==> config.mk <==
export PLATFORM = sky130hd
export DESIGN_NAME = aclk_controller
export DESIGN_NICKNAME = d
export VERILOG_FILES = /design/src/rtl/aclk_pkg.sv /design/src/rtl/aclk_timeout_cnt.sv /design/src/rtl/aclk_controller.sv
export SDC_FILE = /design/constraint.sdc
export NUM_CORES = 1
export LEC_CHECK = 0
export BUFFER_PORTS_ARGS = -buffer_cell sky130_fd_sc_hd__buf_2
export CAP_MARGIN = 10
export CORE_AREA = 2 2 39 41
export DETAILED_ROUTE_END_ITERATION = 12
export DIE_AREA = 0 0 41 43
export PLACE_DENSITY = 0.5
export SLEW_MARGIN = 10
export SYNTH_ARGS = -nofsm -noshare
export SYNTH_HDL_FRONTEND = slang
export SYNTH_SLANG_ARGS = --single-unit
export TNS_END_PERCENT = 50
==> constraint.sdc <==
create_clock -name clk -period 1.4 [get_ports clk]
set_clock_uncertainty 0.2 [all_clocks]
set_input_delay 0.28 -clock clk [delete_from_list [all_inputs] [get_ports clk]]
set_output_delay 0.28 -clock clk [all_outputs]
set_load 0.02 [all_outputs]
==> src/rtl/aclk_pkg.sv <==
// Shared state encoding and keypad helpers for the alarm clock controller.
package aclk_pkg;

    typedef enum logic [2:0] {
        SHOW_TIME        = 3'd0,
        KEY_STORED       = 3'd1,
        KEY_WAIT         = 3'd2,
        KEY_ENTRY        = 3'd3,
        SHOW_ALARM       = 3'd4,
        SET_ALARM_TIME   = 3'd5,
        SET_CURRENT_TIME = 3'd6
    } state_t;

    localparam logic [3:0] NOKEY = 4'd10;

    // Codes 10-15 all mean "no key pressed".
    function automatic logic is_digit(input logic [3:0] k);
        return (k < NOKEY);
    endfunction

endpackage

==> src/rtl/aclk_timeout_cnt.sv <==
// Keypad inactivity counter: counts one_second pulses, saturates at TIMEOUT_SEC.
module aclk_timeout_cnt
    import aclk_pkg::*;
#(
    parameter int unsigned TIMEOUT_SEC = 10,
    parameter int unsigned CNT_W       = 4
) (
    input  logic clk,
    input  logic reset,
    input  logic clear,
    input  logic one_second,
    output logic timeout
);

    localparam logic [CNT_W-1:0] LIMIT = CNT_W'(TIMEOUT_SEC);

    logic [CNT_W-1:0] count;

    always_ff @(posedge clk) begin
        if (reset || clear) begin
            count <= '0;
        end else if (one_second && (count != LIMIT)) begin
            count <= count + 1'b1;
        end
    end

    assign timeout = (count == LIMIT);

endmodule

==> src/rtl/aclk_controller.sv <==
// Keypad/button sequencing FSM for the alarm clock (Moore outputs).
// Optional keypad inactivity timeout enabled by defining ACLK_KEY_TIMEOUT_EN.
module aclk_controller
    import aclk_pkg::*;
#(
    parameter int unsigned TIMEOUT_SEC = 10,
    parameter int unsigned CNT_W       = 4
) (
    input  logic       clk,
    input  logic       reset,
    input  logic       one_second,
    input  logic [3:0] key,
    input  logic       alarm_button,
    input  logic       time_button,
    output logic       shift_key,
    output logic       show_new_time,
    output logic       show_alarm,
    output logic       load_new_a,
    output logic       load_new_c
);

    state_t state, next_state;
    logic   timeout;

`ifdef ACLK_KEY_TIMEOUT_EN
    logic cnt_clear;

    // Counting only runs while an entry is pending, so each new key restarts the window.
    assign cnt_clear = (state != KEY_WAIT) && (state != KEY_ENTRY);

    aclk_timeout_cnt #(
        .TIMEOUT_SEC (TIMEOUT_SEC),
        .CNT_W       (CNT_W)
    ) u_timeout_cnt (
        .clk        (clk),
        .reset      (reset),
        .clear      (cnt_clear),
        .one_second (one_second),
        .timeout    (timeout)
    );
`else
    logic unused_timer_inputs;
    assign unused_timer_inputs = ^{one_second, TIMEOUT_SEC[0], CNT_W[0]};
    assign timeout = 1'b0;
`endif

    always_ff @(posedge clk) begin
        if (reset) begin
            state <= SHOW_TIME;
        end else begin
            state <= next_state;
        end
    end

    always_comb begin
        next_state = state;
        unique case (state)
            SHOW_TIME: begin
                if (alarm_button)       next_state = SHOW_ALARM;
                else if (is_digit(key)) next_state = KEY_STORED;
            end
            KEY_STORED: next_state = KEY_WAIT;
            KEY_WAIT: begin
                if (!is_digit(key)) next_state = KEY_ENTRY;
                else if (timeout)   next_state = SHOW_TIME;
            end
            KEY_ENTRY: begin
                if (alarm_button)       next_state = SET_ALARM_TIME;
                else if (time_button)   next_state = SET_CURRENT_TIME;
                else if (is_digit(key)) next_state = KEY_STORED;
                else if (timeout)       next_state = SHOW_TIME;
            end
            SHOW_ALARM: begin
                if (!alarm_button) next_state = SHOW_TIME;
            end
            SET_ALARM_TIME:   next_state = SHOW_TIME;
            SET_CURRENT_TIME: next_state = SHOW_TIME;
            default:          next_state = SHOW_TIME;
        endcase
    end

    always_comb begin
        shift_key     = 1'b0;
        show_new_time = 1'b0;
        show_alarm    = 1'b0;
        load_new_a    = 1'b0;
        load_new_c    = 1'b0;
        unique case (state)
            KEY_STORED:       shift_key     = 1'b1;
            KEY_WAIT:         show_new_time = 1'b1;
            KEY_ENTRY:        show_new_time = 1'b1;
            SHOW_ALARM:       show_alarm    = 1'b1;
            SET_ALARM_TIME:   load_new_a    = 1'b1;
            SET_CURRENT_TIME: load_new_c    = 1'b1;
            default:          ;
        endcase
    end

endmodule

# Yosys cells after proc, flatten, opt, wreduce, memory -nomap -nowiden
# Cells that the tools add are included.
[op_classes]
mux = 12
magnitude_cmp = 1
n_eq_ne = 8
reduce_logical = 3
[ops]
columns = ["op", "n"]
rows = [
  ["$mux 3", 6],
  ["$pmux 3 s5", 1],
  ["$eq 3x3->1 const B", 3],
  ["$eq 3x2->1 const B", 2],
  ["$mux 1", 5],
  ["$lt 4x4->1 const B", 1],
  ["$ne 2x2->1 const B", 2],
  ["$eq 3x1->1 const B", 1],
  ["$logic_not 3->1", 1],
  ["$reduce_and 2->1", 1],
  ["$reduce_or 2->1", 1],
]
[totals]
in_bits = 9
regBits = 3
elab_cells = 25
output_inout_bits = 5

# Logic depth before layout (Yosys ltp)
# Gate-level depths: netlist of the first run.
[depth]
word_depth = 5
ltp_mapped = 4
mapped_depth_nobuf = 3

# Least setup slack after synthesis of the first run
# Ideal clock, no wire load.
[synth_path]
path_kind = "register to output"
start = "register state[0]"
end = "output shift_key"
required_ps = 920
stages_incl_launch_ff = 3
slack_ps = -32
t_arrival_ps = 952
path_cell_list = "dfxtp_1 > buf_6 > nor3b_1"
[synth_via]
elab_chain_cells = 2
[synth_lines]
columns = ["item", "line", "source"]
rows = [
  ["start: declaration", "aclk_controller.sv:22", "state_t state, next_state;"],
  ["start signal: assignment", "aclk_controller.sv:51", "state <= next_state;"],
  ["$eq 3x1->1", "aclk_controller.sv:88", "unique case (state)"],
  ["$mux 1", "aclk_controller.sv:88", ""],
  ["end: declaration", "aclk_controller.sv:15", "output logic shift_key,"],
]
# No other way between the ends.

# Final worst setup path of the first run
[layout_path]
start = "register state[1]"
end = "output load_new_a"
[layout_via]
elab_chain_cells = 2
[layout_lines]
columns = ["item", "line", "source"]
rows = [
  ["$eq 3x3->1", "aclk_controller.sv:88", ""],
  ["$mux 1", "aclk_controller.sv:88", ""],
  ["end: declaration", "aclk_controller.sv:18", "output logic load_new_a,"],
]
# No other way between the ends.

==> results of run 1 <==
## per-layer routing
layer,vias up,share of wire,GRT usage
met5,-,0,0
met4,0,0,0.100
met3,0,0.049,0.0157
met2,8,0.43,0.0656
met1,91,0.52,0.0924
li1,122,-,-
## worst register-to-register path, cell delays in order (launching register included)
cell	delay, ns
dfxtp_4	0.35
buf_4	0.15
or4_1	0.51
a21boi_1	0.12
## logic make-up after synthesis
group,share of synthesized area
AO/OA/AOI/OAI,0.279
AND/OR/NAND/NOR,0.335
flip-flops,0.304
buffers and inverters,0.0823
## layout make-up
class | instances | area (um2)
Fill cell | 152 | 1040
Multi-Input combinational cell | 20 | 139
Timing Repair Buffer | 13 | 90.1
Sequential cell | 3 | 71.3
Clock buffer | 4 | 26.3
Tap cell | 16 | 20.0
## worst min path at each step
stage / start / end / slack, ns / depth (start not counted)
2_1_floorplan: reset / state[2]$_SDFFE_PP0P_ / 0.15 / 1
3_3_place_gp: reset / state[2]$_SDFFE_PP0P_ / 0.27 / 2
3_5_place_dp: reset / state[2]$_SDFFE_PP0P_ / 0.27 / 2
4_1_cts: reset / state[2]$_SDFFE_PP0P_ / 0.008 / 2
5_1_grt: reset / state[2]$_SDFFE_PP0P_ / 0.02 / 2
6_report: reset / state[2]$_SDFFE_PP0P_ / 0.02 / 2
## power by group through the flow
| stage | logic (mW) | registers, mW | clock network, mW |
|---|---|---|---|
| after floorplan | 0.0404 | 0.0968 | 0 |
| after global placement | 0.0481 | 0.105 | 0 |
| after detailed placement | 0.0486 | 0.105 | 0 |
| after CTS | 0.0636 | 0.0998 | 0.161 |
| after global routing | 0.0741 | 0.103 | 0.167 |
| final | 0.0670 | 0.102 | 0.149 |
## cell usage in the layout (no fill, tap or decap), types with 2 or more instances in the layout
cell type | synthesis | layout
clkbuf_4 | 0 | 3
buf_6 | 1 | 2
buf_4 | 0 | 5
nand2_1 | 3 | 3
nor2_1 | 3 | 2
buf_2 | 0 | 6
dfxtp_4 | 0 | 3
## metrics by stage
step	utilization	total power, mW	std cells	hold WS [ns]
after global routing	0.250	0.344	56	0.0198
final	0.250	0.318	56	0.0198
after global placement	0.189	0.153	50	0.268
after CTS	0.241	0.324	56	0.00798
after floorplan	-	0.137	25	0.149
after detailed placement	0.189	0.153	50	0.268
## what timing repair did
action	CTS	global route
setup buffers	2	0
gates resized for setup	13	4
setup endpoints to repair	5	6
pin swaps	2	0
==> results.md, run 1 <==
* Crit path kind: flop to output pin
* IO Count at 14
* Number of flops mapped to enable cells by yosys at 0
* Cell-by-cell trace of the critical path: and3b_2, buf_6
* Largest register by flop count: state
* Crit-path max cell delay at 0.38 ns
* Pwr dens at 918 nW/um2
* Top cells by count, synth: dfxtp_1 (3), nand2_1 (3), nor2_1 (3), nor2b_1 (2)
* Clock Latency Late Sink at 0.23 ns
* Fraction of registers with async set/reset at 0
* GP Congestion at 0.640
* GRT Overall Usage at 0.0681
* Synth area leader: dfxtp_1
* Drt via density at 3.95
* Max FFs per register at 3
* Maximum buffer depth of the clock tree at 2
* Unrepaired setup endpoints after global routing: yes
* Largest net degree at the start of global routing at 8
* Rows at 14
* Slew at the pin closest to its max-slew limit at 0.171 ns
* Maximum fanout along the worst path at 6
* Clock share of power at 0.470
* WP data arrival at 0.95 ns
* Primary FF master, synth: dfxtp_1
* Final period util at 1.02
* CTS Buf Count at 3
* Top cell type's share of synthesized area at 0.304
* Antenna Nets Post-Route at 0
* Final Worst Setup Slack at -0.0266 ns
* Sw power at 0.0834 mW
* Critical path origin: state[1]$_SDFFE_PP0P_
* Die footprint at 1760 um2
* DR vias at 221
* Vias in the first global route at 192
* DRT iter0 DRCs at 1
* Layout area overhead at 75.3%
* Crit path time final at 1.43 ns
* GR Overflow Total at 0
* Outcome: finished with violations
* Worst path buffer plus inverter count at 1
* Cell at the slowest stage of the critical path: dfxtp_4
* Yosys Warn Count at 0
* Switching share of power at 0.262
* Hold crit path type: input port to flop
* Post-route DRC at 0
* Max-slew violations at 0
* Final TNS setup at -0.0410 ns
* Max cap viols at 0
* CTS root buf: clkbuf_4
* Final hold viol count at 0
* Syn Inst Count at 25
* Reg2reg start: state[0]$_SDFFE_PP0P_
* Mean Syn Cell Area at 7.91 um2
* Setup slack, reg-to-reg at -0.01 ns
* Core area at 1380 um2
* Synth unique cells at 18
* Mapped Area at 198 um2
* Fmax at 701 MHz
* First-pass GRT wire length at 717 um
* DP Wirelength at 343 um
* Synth area leaders: dfxtp_1 (30%), nor2b_1 (6.3%), buf_6 (5.7%)
* CP Capture Point: load_new_a
* H-tree level count at 1
* Worst path depth at 2
* VDD IR max at 0.000218 V
* Required time of the critical path at 0.92 ns
* Setup WS pre-CTS at 0.0287 ns
* DRT Pass-1 Iters at 2
* Failing checks: negative setup slack
* Final WL at 467 um
* Placed instance area at 262 um2
* Post-Syn Nets at 34
* Critical path startpoint category: flop
* Comb pwr share at 0.211
* Finished Cell Area at 347 um2
* Relative slew slack at 0.886
* Biggest regs: state: 3 flops
* Leakage at 0.155 nW
* Seq cells post-synth at 3
* CTS tree: yes
* FF-to-FF End: state[0]$_SDFFE_PP0P_
* Routed len/inst at 8.34 um
* Clock sink count at 3
* CP endpoint kind: output pin
* CTS Hold Buffers Added at 0
* Int Power at 0.235 mW
* N_diodes at 0
* Die H at 43 um
* Seq pwr share at 0.319
* Nets@finish at 50
* Seq/Total Area, Yosys at 0.304
* Finish-stage setup viols at 3
* Initial Util at 0.143
* Die Wd at 41 um
* Share of layout cells above drive strength 1 at 0.600
* Initial antenna violation count at 0
* Top delay family on crit path: flip-flops
* Input/output buffers at 11
* Clock-pin slew on the worst setup and hold paths at 0.04 ns
* Worst r2r path cells at 3
(Power assumes the default switching activity.)
==> run 2: changes to the inputs <==
- ABC_AREA: default -> 1
- MAX_ROUTING_LAYER: default -> met4
- PLACE_DENSITY: 0.5 -> 0.57
==> results.md, run 2 <==
* Outcome: finished with violations
* Failing checks: negative setup slack
* Most common cell after layout, fill and taps aside: buf_4
* Clock Latency Late Sink at 0.23 ns (about the same)
* CP endpoint kind: output pin
* Max FFs per register at 3 (unchanged)
* Crit path kind: flop to output pin
* Worst r2r path cells at 8 (+5)
* Number of flops mapped to enable cells by yosys at 0 (unchanged)
* Post-route DRC at 0 (unchanged)
* IO Count at 14 (unchanged)
* Setup slack, reg-to-reg at 0.01 ns (+0.02 ns)
* Synth unique cells at 19 (+1)
* Critical path startpoint category: flop
* VDD IR max at 0.000326 V (+49%)
* Max-slew violations at 0 (unchanged)
* CTS Hold Buffers Added at 0 (unchanged)
* Maximum buffer depth of the clock tree at 2 (unchanged)
* Initial antenna violation count at 0 (unchanged)
* Input/output buffers at 11 (unchanged)
* Finish-stage setup viols at 4 (+1)
* Rows at 14 (unchanged)
* DR vias at 326 (+48%)
* GP Congestion at 0.843 (+32%)
* DP Wirelength at 510 um (+49%)
* Non-filler cells, final at 80 (+43%)
* Biggest regs: state: 3 flops
* Slew at the pin closest to its max-slew limit at 0.152 ns (-0.0191 ns)
* Core area at 1380 um2 (unchanged)
* DRT iter0 DRCs at 5 (+4)
* GRT Overall Usage at 0.0958 (+0.0277)
* FF-to-FF End: state[0]$_SDFFE_PP0P_
* Antenna Nets Post-Route at 0 (unchanged)
* Required time of the critical path at 0.92 ns (about the same)
* Total power at 0.470 mW (+48%)
* Seq/Total Area, Yosys at 0.206 (-0.0978)
* Unrepaired setup endpoints after global routing: yes
* Seq cells post-synth at 3 (unchanged)
* H-tree level count at 1 (unchanged)
* Final WL at 669 um (+43%)
* CTS tree: yes
* Placed instance area at 384 um2 (+47%)
* GR Overflow Total at 0 (unchanged)
* Initial Util at 0.211 (+0.0678)
* Final period util at 1.04 (+0.0224)
* Finished Cell Area at 477 um2 (+38%)
* DRT Pass-1 Iters at 3 (+1)
* Hold crit path type: input port to flop
* Largest register by flop count: state
* Placed cells at 72 (+44%)
* Drt via density at 4.08 (+3.3%)
* Routed len/inst at 8.36 um (+0.28%)
* Synth area leaders: dfxtp_1 (21%), nand2_1 (10%), buf_6 (7.7%)
* First-pass GRT wire length at 1130 um (+58%)
* Hold_ws at 0.0259 ns (+0.00606 ns)
* Share of layout cells above drive strength 1 at 0.578 (-0.0219)
* Top cell type's share of synthesized area at 0.206 (-0.0978)
* CTS Buf Count at 3 (unchanged)
* Synth area leader: dfxtp_1
* CP Capture Point: show_alarm
* Setup WS pre-CTS at 0.0276 ns (-0.00111 ns)
* Primary FF master, synth: dfxtp_1
* Max cap viols at 0 (unchanged)
* Die H at 43 um (unchanged)
* Syn Inst Count at 44 (+76%)
* Fraction of registers with async set/reset at 0 (unchanged)
* Maximum fanout along the worst path at 4 (-2)
* Top cells by count, synth: nand2_1 (8), inv_1 (6), nand3_1 (4), dfxtp_1 (3)
* Pwr dens at 987 nW/um2 (+7.5%)
* Clock-pin slew on the worst setup and hold paths at 0.04 ns (about the same)
* Most frequent cell after synthesis: nand2_1
* Crit path time final at 1.46 ns (+0.0314 ns)
* Vias in the first global route at 304 (+58%)
* Critical path origin: state[0]$_SDFFE_PP0P_
* Die Wd at 41 um (unchanged)
* WP data arrival at 0.98 ns (+0.03 ns)
* CTS root buf: clkbuf_4
* Cell at the slowest stage of the critical path: dfxtp_4
* Commonest non-fill, non-tap cells in the layout: buf_4 (9), nand2_1 (8), buf_2 (6), inv_1 (5), nand3_1 (4)
* Cell-by-cell trace of the critical path: buf_12, nor3_4, buf_6
* Relative slew slack at 0.898 (+0.0120)
* Post-Syn Nets at 53 (+56%)
* Final hold viol count at 0 (unchanged)
* Die footprint at 1760 um2 (unchanged)
* Mean Syn Cell Area at 6.63 um2 (-16%)
* Yosys Warn Count at 0 (unchanged)
* Reg2reg start: state[0]$_SDFFE_PP0P_
* Nets@finish at 74 (+48%)
* Mapped Area at 292 um2 (+47%)
* Clock sink count at 3 (unchanged)
* Final Worst Setup Slack at -0.0579 ns (-0.0314 ns)
* Layout area overhead at 63.5%
* Crit-path max cell delay at 0.36 ns (-0.02 ns)
* Fmax at 686 MHz (-2.2%)
* N_diodes at 0 (unchanged)
* Largest net degree at the start of global routing at 10 (+2)
* Leakage at 0.238 nW (+54%)
## run 2: cell count changes after synthesis, moves of 2 or more
cell,previous run,this run
inv_1,0,6
nand2_1,3,8
nand3_1,0,4
a21oi_2,0,2
inv_2,0,2
nand2_2,0,2
nand4_1,0,2
nor2b_1,2,0
nor3_1,0,2
## run 2: worst max-delay path, delay by kind of cell (launching register included)
family / cells / cell delay, ns
and+or+nand+nor: 1 / 0.13
DFF: 1 / 0.36
buffers and inverters: 2 / 0.26
## run 2: cell type report
type                       instances  area (um2)
fill                             156         907
multi-input combinational         29         179
timing repair buffer              18         140
sequential                         3        68.8
inverter                          10        42.5
clock buffer                       4        26.3
tap                               16        20.0
## run 2: power by group
| part | switching (mW) | internal, mW |
|---|---|---|
| clock | 0.0423 | 0.107 |
| sequential | 0.0186 | 0.0983 |
| combinational | 0.102 | 0.103 |
## run 2: cell families after synthesis
logic type	after synthesis	synth area share
flops	3	0.206
buf+inv	12	0.215
compound gates	6	0.133
simple gates	23	0.446
## run 2: timing repair
action / in CTS / in global routing
setup buffers: 4 / 0
gates resized for setup: 13 / 2
setup endpoints to repair: 5 / 8
pin swaps: 2 / 2
## run 2: through the flow
| step | utilization | setup TNS [ns] |
|---|---|---|
| after floorplan | - | -0.0212 |
| after global placement | 0.278 | 0 |
| after detailed placement | 0.278 | 0 |
| after CTS | 0.339 | -0.198 |
| after global routing | 0.344 | -0.496 |
| final | 0.344 | -0.119 |
## run 2: worst min path at each step
stage,from,end,depth (start not counted)
global placement,reset,state[1]$_SDFFE_PP0P_,2
global route,reset,state[1]$_SDFFE_PP0P_,2
floorplan,reset,state[1]$_SDFFE_PP0P_,1
detailed placement,reset,state[1]$_SDFFE_PP0P_,2
finish,reset,state[1]$_SDFFE_PP0P_,2
CTS,reset,state[1]$_SDFFE_PP0P_,2
## run 2: routing by layer
layer / vias up / wire [um] / track usage
met5: - / 0 / -
met4: 0 / 0 / 0.0400
met3: 0 / 21 / 0.0314
met2: 7 / 315 / 0.138
met1: 137 / 331 / 0.119
li1: 182 / - / -
